===== src/rtl/pipe_ctrl_pkg.sv =====
// Shared types and constants for the pipeline hazard controller: FSM states,
// forwarding-mux encodings, start-up length and memory timeout.
package pipe_ctrl_pkg;

    typedef enum logic [1:0] {
        INIT    = 2'd0,
        RUN     = 2'd1,
        MEMWAIT = 2'd2,
        ERROR   = 2'd3
    } state_e;

    localparam logic [1:0] FWD_RF = 2'b00;
    localparam logic [1:0] FWD_W  = 2'b01;
    localparam logic [1:0] FWD_M  = 2'b10;

    localparam int         INIT_CYCLES = 2;
    localparam logic [7:0] MEM_TIMEOUT = 8'd255;

    function automatic logic [15:0] sat_inc16(input logic [15:0] value, input logic inc);
        if (inc && value != 16'hFFFF) return value + 16'd1;
        return value;
    endfunction

endpackage


===== src/rtl/forward_select.sv =====
// Operand forwarding select for one ALU input; the Memory stage wins over
// Writeback because it holds the younger result.
module forward_select
    import pipe_ctrl_pkg::*;
(
    input  logic [4:0] rs_e_i,
    input  logic [4:0] rd_m_i,
    input  logic       reg_write_m_i,
    input  logic [4:0] rd_w_i,
    input  logic       reg_write_w_i,
    output logic [1:0] fwd_o
);

    always_comb begin
        fwd_o = FWD_RF;
        if (reg_write_m_i && rd_m_i != 5'd0 && rd_m_i == rs_e_i)
            fwd_o = FWD_M;
        else if (reg_write_w_i && rd_w_i != 5'd0 && rd_w_i == rs_e_i)
            fwd_o = FWD_W;
    end

endmodule


===== src/rtl/hazard_controller.sv =====
// Five-stage pipeline hazard controller: start-up sequencing, forwarding,
// load-use / branch / data-memory hazards, timeout detection and perf counters.
module hazard_controller
    import pipe_ctrl_pkg::*;
(
    input  logic        clk,
    input  logic        rst,
    input  logic [4:0]  RS1_D,
    input  logic [4:0]  RS2_D,
    input  logic [4:0]  RS1_E,
    input  logic [4:0]  RS2_E,
    input  logic [4:0]  RD_E,
    input  logic        ResultSrcE,
    input  logic        PCSrcE,
    input  logic [4:0]  RD_M,
    input  logic        RegWriteM,
    input  logic        MemAccessM,
    input  logic        dmem_ready,
    input  logic [4:0]  RD_W,
    input  logic        RegWriteW,
    output logic        StallF,
    output logic        StallD,
    output logic        StallE,
    output logic        StallM,
    output logic        FlushD,
    output logic        FlushE,
    output logic        FlushW,
    output logic [1:0]  ForwardAE,
    output logic [1:0]  ForwardBE,
    output logic        pipe_ready,
    output logic        mem_timeout,
    output logic [15:0] stall_count,
    output logic [15:0] flush_count
);

    localparam logic [1:0] INIT_LAST = 2'(INIT_CYCLES - 1);

    state_e      state_q, state_d;
    logic [1:0]  init_cnt_q, init_cnt_d;
    logic [7:0]  wait_cnt_q, wait_cnt_d;
    logic [15:0] stall_count_q, flush_count_q;
    logic        stall_inc, flush_inc, mem_busy, lw_stall;
    logic [1:0]  fwd_a, fwd_b;

    forward_select u_fwd_a (
        .rs_e_i        (RS1_E),
        .rd_m_i        (RD_M),
        .reg_write_m_i (RegWriteM),
        .rd_w_i        (RD_W),
        .reg_write_w_i (RegWriteW),
        .fwd_o         (fwd_a)
    );

    forward_select u_fwd_b (
        .rs_e_i        (RS2_E),
        .rd_m_i        (RD_M),
        .reg_write_m_i (RegWriteM),
        .rd_w_i        (RD_W),
        .reg_write_w_i (RegWriteW),
        .fwd_o         (fwd_b)
    );

    assign lw_stall = ResultSrcE && RD_E != 5'd0 && (RD_E == RS1_D || RD_E == RS2_D);

    // NOTE: state registers use non-blocking assignments so every flop samples
    // the pre-edge value of its neighbours, exactly as the hardware does.
    always_ff @(posedge clk or negedge rst) begin
        if (!rst) begin
            state_q       <= INIT;
            init_cnt_q    <= 2'd0;
            wait_cnt_q    <= 8'd0;
            stall_count_q <= 16'd0;
            flush_count_q <= 16'd0;
        end else begin
            state_q       <= state_d;
            init_cnt_q    <= init_cnt_d;
            wait_cnt_q    <= wait_cnt_d;
            stall_count_q <= sat_inc16(stall_count_q, stall_inc);
            flush_count_q <= sat_inc16(flush_count_q, flush_inc);
        end
    end

    // NOTE: every signal driven here gets a default first; a path that leaves
    // one unassigned would infer a latch.
    always_comb begin
        state_d    = state_q;
        init_cnt_d = init_cnt_q;
        wait_cnt_d = wait_cnt_q;
        StallF     = 1'b0;
        StallD     = 1'b0;
        StallE     = 1'b0;
        StallM     = 1'b0;
        FlushD     = 1'b0;
        FlushE     = 1'b0;
        FlushW     = 1'b0;
        pipe_ready = 1'b0;
        mem_busy   = 1'b0;
        stall_inc  = 1'b0;
        flush_inc  = 1'b0;

        case (state_q)
            INIT: begin
                StallF = 1'b1;
                FlushD = 1'b1;
                FlushE = 1'b1;
                if (init_cnt_q == INIT_LAST) state_d = RUN;
                else                         init_cnt_d = init_cnt_q + 2'd1;
            end

            RUN, MEMWAIT: begin
                pipe_ready = 1'b1;
                // MemAccessM is held by StallM while waiting, so only ready matters then.
                mem_busy = (state_q == RUN) ? (MemAccessM && !dmem_ready) : !dmem_ready;
                if (mem_busy) begin
                    StallF = 1'b1;
                    StallD = 1'b1;
                    StallE = 1'b1;
                    StallM = 1'b1;
                    FlushW = 1'b1;
                    if (state_q == RUN) begin
                        state_d    = MEMWAIT;
                        wait_cnt_d = 8'd1;
                    end else begin
                        wait_cnt_d = wait_cnt_q + 8'd1;
                        if (wait_cnt_d == MEM_TIMEOUT) state_d = ERROR;
                    end
                end else begin
                    state_d    = RUN;
                    wait_cnt_d = 8'd0;
                    if (PCSrcE) begin
                        FlushD    = 1'b1;
                        FlushE    = 1'b1;
                        flush_inc = 1'b1;
                    end else if (lw_stall) begin
                        StallF = 1'b1;
                        StallD = 1'b1;
                        FlushE = 1'b1;
                    end
                end
                stall_inc = StallD;
            end

            ERROR: begin
                StallF = 1'b1;
                StallD = 1'b1;
                StallE = 1'b1;
                StallM = 1'b1;
                FlushW = 1'b1;
            end

            default: state_d = INIT;
        endcase
    end

    assign ForwardAE   = (state_q == INIT) ? FWD_RF : fwd_a;
    assign ForwardBE   = (state_q == INIT) ? FWD_RF : fwd_b;
    assign mem_timeout = (state_q == ERROR);
    assign stall_count = stall_count_q;
    assign flush_count = flush_count_q;

endmodule

===== config.mk =====
export PLATFORM = sky130hd
export DESIGN_NAME = hazard_controller
export DESIGN_NICKNAME = d
export VERILOG_FILES = /design/src/rtl/pipe_ctrl_pkg.sv /design/src/rtl/forward_select.sv /design/src/rtl/hazard_controller.sv
export SDC_FILE = /design/constraint.sdc
export NUM_CORES = 1
export LEC_CHECK = 0
export BUFFER_PORTS_ARGS = -buffer_cell sky130_fd_sc_hd__clkbuf_2
export CELL_PAD_IN_SITES_DETAIL_PLACEMENT = 0
export CELL_PAD_IN_SITES_GLOBAL_PLACEMENT = 1
export CORE_UTILIZATION = 41
export CTS_CLUSTER_DIAMETER = 200
export CTS_CLUSTER_SIZE = 14
export DETAILED_ROUTE_END_ITERATION = 12
export GPL_ROUTABILITY_DRIVEN = 0
export PLACE_DENSITY_LB_ADDON = 0.1
export SYNTH_ARGS = -nofsm -noshare
export SYNTH_HDL_FRONTEND = slang
export SYNTH_SLANG_ARGS = --single-unit

===== constraint.sdc =====
create_clock -name clk -period 5.59 [get_ports clk]
set_clock_uncertainty 0.1 [all_clocks]
set_input_delay 0.2795 -clock clk [delete_from_list [all_inputs] [get_ports clk]]
set_output_delay 0.2795 -clock clk [all_outputs]
set_load 0.03 [all_outputs]

==> impl_metrics.ini, run 1 <==
[clocking]
root_buffer = clkbuf_8
clockBufferDepth = 2
clk_pin_slew_worst_paths_ps = 80
cts.sinks = 44
numCtsBuffers = 5
insertion_delay_ps = 310
cts_tree = yes
htreeDepth = 2

[routing]
wire_per_inst_um = 12.9
vias_per_cell = 5.07
dr_total_vias = 2281
drt_iter0_drc = 72
remaining_drc_errors = 0
drt_first_pass_iters = 4
routed_wl_mm = 5.80
postRouteAntennaNets = 0

[die]
dieArea_um2 = 6940
start_util = 0.427
rows = 29
core_um2 = 6350
fp.dieH_um = 83.3
die_x_um = 83.3
io_pins = 88

[power_and_ir_drop]
power_leakage_nw = 1.53
power_mw = 1.24
ir_worst_vdd_uv = 280
powerDensity_nw_per_um2 = 373

[worst_setup_path]
crit_buf_inv = 2
critical_path_required_ps = 5210
reg2reg_to = flush_count[6]
cp-end-kind = output pin
worstPathMaxFanout = 23
slowest_delay_ps = 700
critical_path_arrival_ps = 2470
cp_cell_sequence = inv_1, ha_1, or4b_2, o21bai_1, clkbuf_2
critPathSlowestCell = ha_1
start_kind = flop
cp_top_family = adder cells
worstReg2RegStart = state_q[0]
r2r_cells = 7
rrSetupSlack_ps = 2900
worstSetupPathType = flop to output pin

[final_layout]
final_nets = 423
multi_input_area_um2 = 1510
mostFrequentLayoutCells = 87 x clkbuf_2, 44 x dfrtp_1, 40 x xnor2_1
final_design_area_no_fill_um2 = 3330
syn_to_final_growth_pct = 23.0
drive_gt1_frac = 0.287
fillers = 598
final_common_cell = clkbuf_2
n_antenna_cell = 0
seqCellArea_um2 = 1100

[worst_hold_path]
hold_path_class = input pin to flop
holdPathEnd = state_q[0]
hold_depth = 4
hold_start = MemAccessM

[timing]
rsz0062_at_grt = false
final_hold_viol_count = 0
fmax_mhz = 351
drv_slew = 0
tightest_slew_ps = 667
post-route-period-util = 0.509
fin_crit_ps = 2850
setup_viol = 0
finalSetupTns_ps = 0
relSlewSlack = 0.556

[synth]
syn_avg_cell_area_um2 = 9.57
synth_top_area_frac = 0.406
synth_area_um2 = 2710
synth_area_leaders = dfrtp_1 41%, xnor2_1 13%, xor2_1 7.8%
yosysTopAreaCell = dfrtp_1
synthCells = 283
postSynth.asyncResetShare = 1.00
ys_seq_elements = 44
synth-edff-count = 0
synth_cell_types = 44
synthesis.nets = 334
synth_warnings = 0
synth_ff_type = dfrtp_1
ys_seq_area_frac = 0.406

[global_route]
use_met2 = 0.265
busiest_layer = met2
met3_usage = 0.0398
antenna_found_initial = 0
grt_overflow_total = 0
grtUsageMet1 = 0.242
grt_max_degree = 45
track_usage = 0.173
grt_pass1_vias = 2133
grt_pass1_wl_mm = 9.79

[status]
outcome = complete, no violations

[place]
portBuffers = 87
dpl-instance-area_um2 = 3210
dp.final_hpwl_mm = 4.47

[run]
drv_cap = 0
worst reg2reg max path, cell delays in order, from the launching register on:
cell and delay [ps]:
dfrtp_1 400, inv_1 60, ha_1 700, o211ai_1 300, a31oi_1 520, nor2b_1 250
nand4_1 130, xnor2_1 140
routing by layer:
layer,vias to the layer above,routed length (µm)
li1,1163,-
met1,1036,2940
met2,75,2440
met3,7,331
met4,0,80
met5,-,0
cells by family (layout without fill, tap and decap cells):
family / after synthesis / after routing / synth area share
and+or+nand+nor: 113 / 113 / 0.226
xor gates and xnor gates: 64 / 64 / 0.207
DFF: 44 / 44 / 0.406
AOI/OAI and AO/OA: 30 / 30 / 0.0767
buffers and inverters: 21 / 111 / 0.0346
adders and majority gates: 8 / 8 / 0.0370
muxes: 3 / 3 / 0.0120
area by class of cell:
cell class              instances  share of cell area
flip-flops and latches         44               0.330
inverters                      14              0.0158
clock inverters                 3              0.0139
clock buffers                   5              0.0207
multi-input cells             218               0.454
repair buffers                 89               0.136
well taps                      77              0.0289
synth_stat cells (2+ instances only):
master,instances
dfrtp_1,44
xnor2_1,40
xor2_1,24
nand3_1,22
nand2_1,18
nor2_1,17
inv_1,14
nand4_1,12
nor3_1,10
o21ai_0,9
ha_1,8
a21oi_1,5
or4_1,5
and3_1,4
nand3b_1,4
nor4_1,4
o22ai_1,4
and2_1,3
nand2b_1,3
o211ai_1,3
a31oi_1,2
buf_1,2
buf_4,2
clkbuf_1,2
or3_1,2
or3b_2,2
through the flow:
step                      std cells   util  hold slack [ps]  setup WS (ps)
after floorplan                 283      -             -116           2920
after global placement          441  0.505              301           2980
after detailed placement        441  0.505              302           2930
after CTS                       450  0.525              197           2740
after global routing            450  0.525              268           2600
final                           450  0.525              202           2740
state kept, by name, indices dropped and copies added (netlist names):
signal and cells:
state_q 2, flush_count 16, init_cnt_q 2, wait_cnt_q 8, stall_count 16
how the worst max path moves through the flow:
stage / end / slack, ps / cells past startpoint / from
after floorplan: StallE / 2920 / 7 / state_q[0]
after global placement: flush_count[15] / 2980 / 7 / state_q[0]
after detailed placement: flush_count[6] / 2930 / 7 / state_q[0]
after CTS: FlushE / 2740 / 5 / state_q[0]
after global routing: FlushE / 2600 / 5 / state_q[0]
final: FlushE / 2740 / 5 / state_q[0]
what timing repair did:
item / in CTS / in global routing
resized for setup: 0 / 0
setup buffers: 0 / 0
hold buffers: 1 / 0
hold endpoints to repair: 44 / 0
where the power goes:
group	leakage (nW)	switching [mW]	total (mW)	internal, mW
logic	0.900	0.366	0.550	0.184
clock network	0.0548	0.119	0.254	0.135
registers	0.575	0.0643	0.440	0.375
total	1.53	0.550	1.24	0.694
No activity file was read; power rests on OpenSTA's default activity.
==> inputs of run 2 (changes only) <==
--- a/config.mk
+++ b/config.mk
@@ -5,10 +5,11 @@
 export SDC_FILE = /design/constraint.sdc
 export NUM_CORES = 1
 export LEC_CHECK = 0
+export ABC_AREA = 1
 export BUFFER_PORTS_ARGS = -buffer_cell sky130_fd_sc_hd__clkbuf_2
 export CELL_PAD_IN_SITES_DETAIL_PLACEMENT = 0
 export CELL_PAD_IN_SITES_GLOBAL_PLACEMENT = 1
-export CORE_UTILIZATION = 41
+export CORE_UTILIZATION = 34
 export CTS_CLUSTER_DIAMETER = 200
 export CTS_CLUSTER_SIZE = 14
 export DETAILED_ROUTE_END_ITERATION = 12
==> constraint.sdc (replaced) <==
create_clock -name clk -period 2.4 [get_ports clk]
set_clock_uncertainty 0.1 [all_clocks]
set_input_delay 0.12 -clock clk [delete_from_list [all_inputs] [get_ports clk]]
set_output_delay 0.12 -clock clk [all_outputs]
set_load 0.03 [all_outputs]
==> impl_metrics.ini, run 2 <==
[worst_setup_path]
start_kind = flop
slowest_delay_ps = 400
rrSetupSlack_ps = 370
r2r_cells = 10
cp_cell_sequence = inv_1, ha_2, inv_2, o21ai_2, nand2_1, nor2_2, inv_1, a21oi_2, a31o_2, buf_2
reg2reg_to = state_q[0]
cp-end-kind = output pin
critPathSlowestCell = dfrtp_1
worstSetupPathType = flop to output pin
cp_common_cell = inv_1
worstPathMaxFanout = 4
critical_path_required_ps = 2180
critical_path_arrival_ps = 2000
worstReg2RegStart = state_q[0]

[timing]
tightest_slew_ps = 346
finalSetupTns_ps = 0
post-route-period-util = 0.923
relSlewSlack = 0.768
rsz0062_at_grt = false
drv_slew = 0
fmax_mhz = 451
setup_viol = 0
fin_crit_ps = 2220
final_hold_viol_count = 0

[global_route]
grt_pass1_vias = 2777
use_met2 = 0.264
grt_overflow_total = 0
grtUsageMet1 = 0.236
antenna_found_initial = 0
grt_max_degree = 22
busiest_layer = met2
track_usage = 0.166
grt_pass1_wl_mm = 13.1
met3_usage = 0.0281

[clocking]
numCtsBuffers = 5
cts.sinks = 44
clockBufferDepth = 2
htreeDepth = 2
root_buffer = clkbuf_8
cts_tree = yes
clk_pin_slew_worst_paths_ps = 80
insertion_delay_ps = 300

[place]
placed_cells = 616
dpl-instance-area_um2 = 3670
dp.final_hpwl_mm = 6.02
portBuffers = 87

[synth]
synth-edff-count = 0
syn_avg_cell_area_um2 = 7.35
yosysTopAreaCell = dfrtp_1
synth_ff_type = dfrtp_1
ys_seq_elements = 44
yosysMostFrequentCell = nand2_1
ys_seq_area_frac = 0.356
synth_common_cells = 110 x nand2_1, 48 x inv_1, 44 x dfrtp_1
synth_area_um2 = 3090
synth_warnings = 0
synth_cell_types = 32
postSynth.asyncResetShare = 1.00
synthesis.nets = 472
synthCells = 421
synth_top_area_frac = 0.356
synth_area_leaders = dfrtp_1 36%, nand2_1 13%, xor2_1 11%

[final_layout]
final_design_area_no_fill_um2 = 3780
final_nets = 567
mostFrequentLayoutCells = 110 x nand2_1, 86 x clkbuf_2, 48 x inv_1
n_antenna_cell = 0
final_cell_count_no_fill = 625
final_common_cell = nand2_1
syn_to_final_growth_pct = 22.2
fillers = 935
drive_gt1_frac = 0.238

[power_and_ir_drop]
switching_share = 0.483
p_int_mw = 1.54
powerDensity_nw_per_um2 = 790
power_leakage_nw = 1.99
ir_worst_vdd_uv = 579
seq_power_share = 0.343
p_clk_frac = 0.165
comb_power_share = 0.492
switching_power_mw = 1.44

[worst_hold_path]
hold_depth = 4
holdPathEnd = state_q[0]
hold_path_class = input pin to flop
hold_start = MemAccessM

[die]
start_util = 0.353
die_x_um = 97.4
dieArea_um2 = 9480
fp.dieH_um = 97.4
io_pins = 88
core_um2 = 8760
rows = 34

[status]
outcome = complete, no violations

[routing]
routed_wl_mm = 7.53
remaining_drc_errors = 0
vias_per_cell = 4.65
wire_per_inst_um = 12.0
drt_iter0_drc = 132
drt_first_pass_iters = 4
dr_total_vias = 2905
postRouteAntennaNets = 0

[run]
drv_cap = 0
-- run 2: stage by stage --
step                total power, mW   util  hold slack, ps  setup slack [ps]
finish                         2.99  0.431            75.4               185
global route                   3.21  0.431            88.6              16.1
CTS                            3.01  0.430            65.8              69.4
detailed placement             2.51  0.419           -56.2               323
global placement               2.50  0.419           -53.5               390
floorplan                      2.07      -            -276               111
-- run 2: what timing repair did --
action	4_1_cts	5_1_grt
setup buffers	0	0
hold buffers	1	0
endpoints found under the setup margin	0	4
gates resized for setup	0	4
hold endpoints to repair	23	0
-- run 2: critical path, delay by kind of cell (launching register included) --
family / cells / cell delay [ps]
AOI/OAI and AO/OA: 3 / 430
adders and majority gates: 1 / 210
buffers and inverters: 4 / 410
DFF: 1 / 400
and+or+nand+nor: 2 / 250
-- run 2: routing by layer --
layer,vias up,routed length (µm),share of wire
li1,1519,-,-
met1,1325,3840,0.51
met2,57,3310,0.44
met3,4,323,0.043
met4,0,54,0.0072
met5,-,0,0
-- run 2: cells by family (layout without fill, tap and decap cells) --
logic type,count (synthesis),after routing,share of synthesized area
compound gates,28,28,0.0506
xor+xnor,54,54,0.153
fa+ha+maj,8,8,0.0324
buf+inv,63,159,0.0825
flops,44,44,0.356
simple gates,224,224,0.326
-- run 2: how the worst max path moves through the flow --
stage          slack [ps]       start              to
4_1_cts                70  state_q[1]          FlushE
6_report              180  state_q[1]          FlushE
3_3_place_gp          390  state_q[1]  flush_count[8]
2_1_floorplan         110  state_q[0]          StallE
3_5_place_dp          320  state_q[1]  flush_count[8]
5_1_grt                20  state_q[1]          FlushE
-- run 2: final cells by class --
| cell class | instances | area, µm² | share of cell area |
|---|---|---|---|
| Timing Repair Buffer | 94 | 490 | 0.130 |
| Tap cell | 108 | 135 | 0.0357 |
| Clock buffer | 8 | 90.1 | 0.0238 |
| Multi-Input combinational cell | 314 | 1750 | 0.463 |
| Inverter | 57 | 214 | 0.0566 |
| Sequential cell | 44 | 1100 | 0.291 |
-- run 2: power by group through the flow --
stage | clock network, mW | logic (mW) | registers [mW]
after global routing | 0.544 | 1.62 | 1.05
final | 0.494 | 1.47 | 1.02
after CTS | 0.512 | 1.48 | 1.02
after detailed placement | 0 | 1.47 | 1.04
after floorplan | 0 | 0.869 | 1.20
after global placement | 0 | 1.47 | 1.03
==> inputs of run 3 (changes only) <==
--- a/config.mk
+++ b/config.mk
@@ -9,7 +9,7 @@
 export BUFFER_PORTS_ARGS = -buffer_cell sky130_fd_sc_hd__clkbuf_2
 export CELL_PAD_IN_SITES_DETAIL_PLACEMENT = 0
 export CELL_PAD_IN_SITES_GLOBAL_PLACEMENT = 1
-export CORE_UTILIZATION = 34
+export CORE_UTILIZATION = 37
 export CTS_CLUSTER_DIAMETER = 200
 export CTS_CLUSTER_SIZE = 14
 export DETAILED_ROUTE_END_ITERATION = 12
==> constraint.sdc (replaced) <==
create_clock -name clk -period 2.1 [get_ports clk]
set_clock_uncertainty 0.1 [all_clocks]
set_input_delay 0.105 -clock clk [delete_from_list [all_inputs] [get_ports clk]]
set_output_delay 0.105 -clock clk [all_outputs]
set_load 0.03 [all_outputs]
==> impl_metrics.ini, run 3 (synthesis gave the netlist of run 2 again) <==
[status]
outcome = complete, no violations

[final_layout]
syn_to_final_growth_pct = 26.9
drive_gt1_frac = 0.264
final_common_cell = nand2_1
mostFrequentLayoutCells = 109 x nand2_1, 81 x clkbuf_2, 45 x inv_1
n_antenna_cell = 0
final_nets = 573
final_util = 0.498
final_design_area_no_fill_um2 = 3930

[global_route]
grt_overflow_total = 0
grt_pass1_wl_mm = 12.8
antenna_found_initial = 0
grt_pass1_vias = 2832
track_usage = 0.182
grt_max_degree = 25

[power_and_ir_drop]
p_int_mw = 2.00
switching_share = 0.465
power_mw = 3.73
ir_worst_vdd_uv = 541
power_leakage_nw = 2.05
p_clk_frac = 0.181
seq_power_share = 0.313
switching_power_mw = 1.74
powerDensity_nw_per_um2 = 951
comb_power_share = 0.506

[clocking]
root_buffer = clkbuf_8
clk_pin_slew_worst_paths_ps = 80
htreeDepth = 2
numCtsBuffers = 5
cts_tree = yes
clockBufferDepth = 2
cts.sinks = 44
insertion_delay_ps = 300

[timing]
fin_crit_ps = 2040
tightest_slew_ps = 614
drv_slew = 0
final_hold_viol_count = 0
setup_viol = 0
rsz0062_at_grt = true
relSlewSlack = 0.591
fmax_mhz = 491
post-route-period-util = 0.970
finalSetupTns_ps = 0

[worst_setup_path]
start_kind = flop
rrSetupSlack_ps = 170
critPathSlowestCell = dfrtp_1
cp_common_cell = inv_2
critical_path_required_ps = 1890
cp_cell_sequence = inv_2, ha_4, inv_2, o21ai_2, nand2_2, nor2_4, inv_2, a21oi_2, a31o_2, buf_6
worstReg2RegStart = state_q[1]
worstPathMaxFanout = 4
worstSetupPathType = flop to output pin
slowest_delay_ps = 410
r2r_cells = 11
reg2reg_to = flush_count[8]
cp-end-kind = output pin
critical_path_arrival_ps = 1830

[routing]
postRouteAntennaNets = 0
wire_per_inst_um = 11.7
vias_per_cell = 4.73
drt_first_pass_iters = 4
remaining_drc_errors = 0
drt_iter0_drc = 94
routed_wl_mm = 7.34
dr_total_vias = 2955

[place]
portBuffers = 87
dpl-instance-area_um2 = 3690
dp.final_hpwl_mm = 5.86

[die]
start_util = 0.392
dieArea_um2 = 8730
core_um2 = 7890
die_x_um = 93.4
io_pins = 88
rows = 32
fp.dieH_um = 93.4

[worst_hold_path]
hold_path_class = input pin to flop
hold_depth = 4
hold_start = MemAccessM
holdPathEnd = state_q[0]

[run]
drv_cap = 0
## run 3: worst max path at each step
stage | startpoint | to | slack, ps
2_1_floorplan | state_q[0] | FlushE | -70
3_3_place_gp | state_q[1] | flush_count[8] | 170
3_5_place_dp | state_q[1] | flush_count[8] | 110
4_1_cts | state_q[1] | FlushE | -20
5_1_grt | state_q[1] | FlushE | -70
6_report | state_q[1] | FlushE | 60
## run 3: layout make-up
| class | count | area (µm²) |
|---|---|---|
| clock buffer | 5 | 68.8 |
| clock inverter | 3 | 46.3 |
| fill | 804 | 3960 |
| inverter | 57 | 214 |
| multi-input combinational | 314 | 1810 |
| sequential | 44 | 1100 |
| tap | 102 | 128 |
| timing repair buffer | 100 | 556 |
## run 3: repair_timing
item,4_1_cts,5_1_grt
gates resized for setup,8,21
setup endpoints to repair,6,11
hold buffers,1,0
buffers inserted,0,3
pin swaps,1,7
endpoints found under the hold margin,22,0
## run 3: worst max-delay path, delay by kind of cell (launching register included)
kind                     cells  cell delay (ps)
AO/OA/AOI/OAI                3              430
adder cells (fa/ha/maj)      1              160
buffers and inverters        4              330
flip-flops                   1              410
AND/OR/NAND/NOR              2              220
## run 3: power groups by stage
stage	clock [mW]	combinational (mW)	sequential, mW
floorplan	0	1.01	1.37
global placement	0	1.69	1.17
detailed placement	0	1.70	1.18
CTS	0.704	1.75	1.16
global route	0.744	2.08	1.19
finish	0.675	1.89	1.17
## run 3: metal layers
metal / share of wire / global-route usage / vias up / wire [µm]
met5: 0 / 0 / - / 0
met4: 0.0076 / 0.0308 / 0 / 56
met3: 0.043 / 0.0407 / 5 / 313
met2: 0.49 / 0.315 / 55 / 3600
met1: 0.46 / 0.233 / 1361 / 3370
li1: - / - / 1534 / -
## run 3: per-stage QoR
stage                     instances  setup WS, ps  hold slack (ps)
after detailed placement        613           112             50.1
after CTS                       622         -22.4             87.1
final                           625          63.7             88.4
after global placement          613           173             50.0
after floorplan                 421         -68.1             -291
after global routing            625         -67.7             83.9
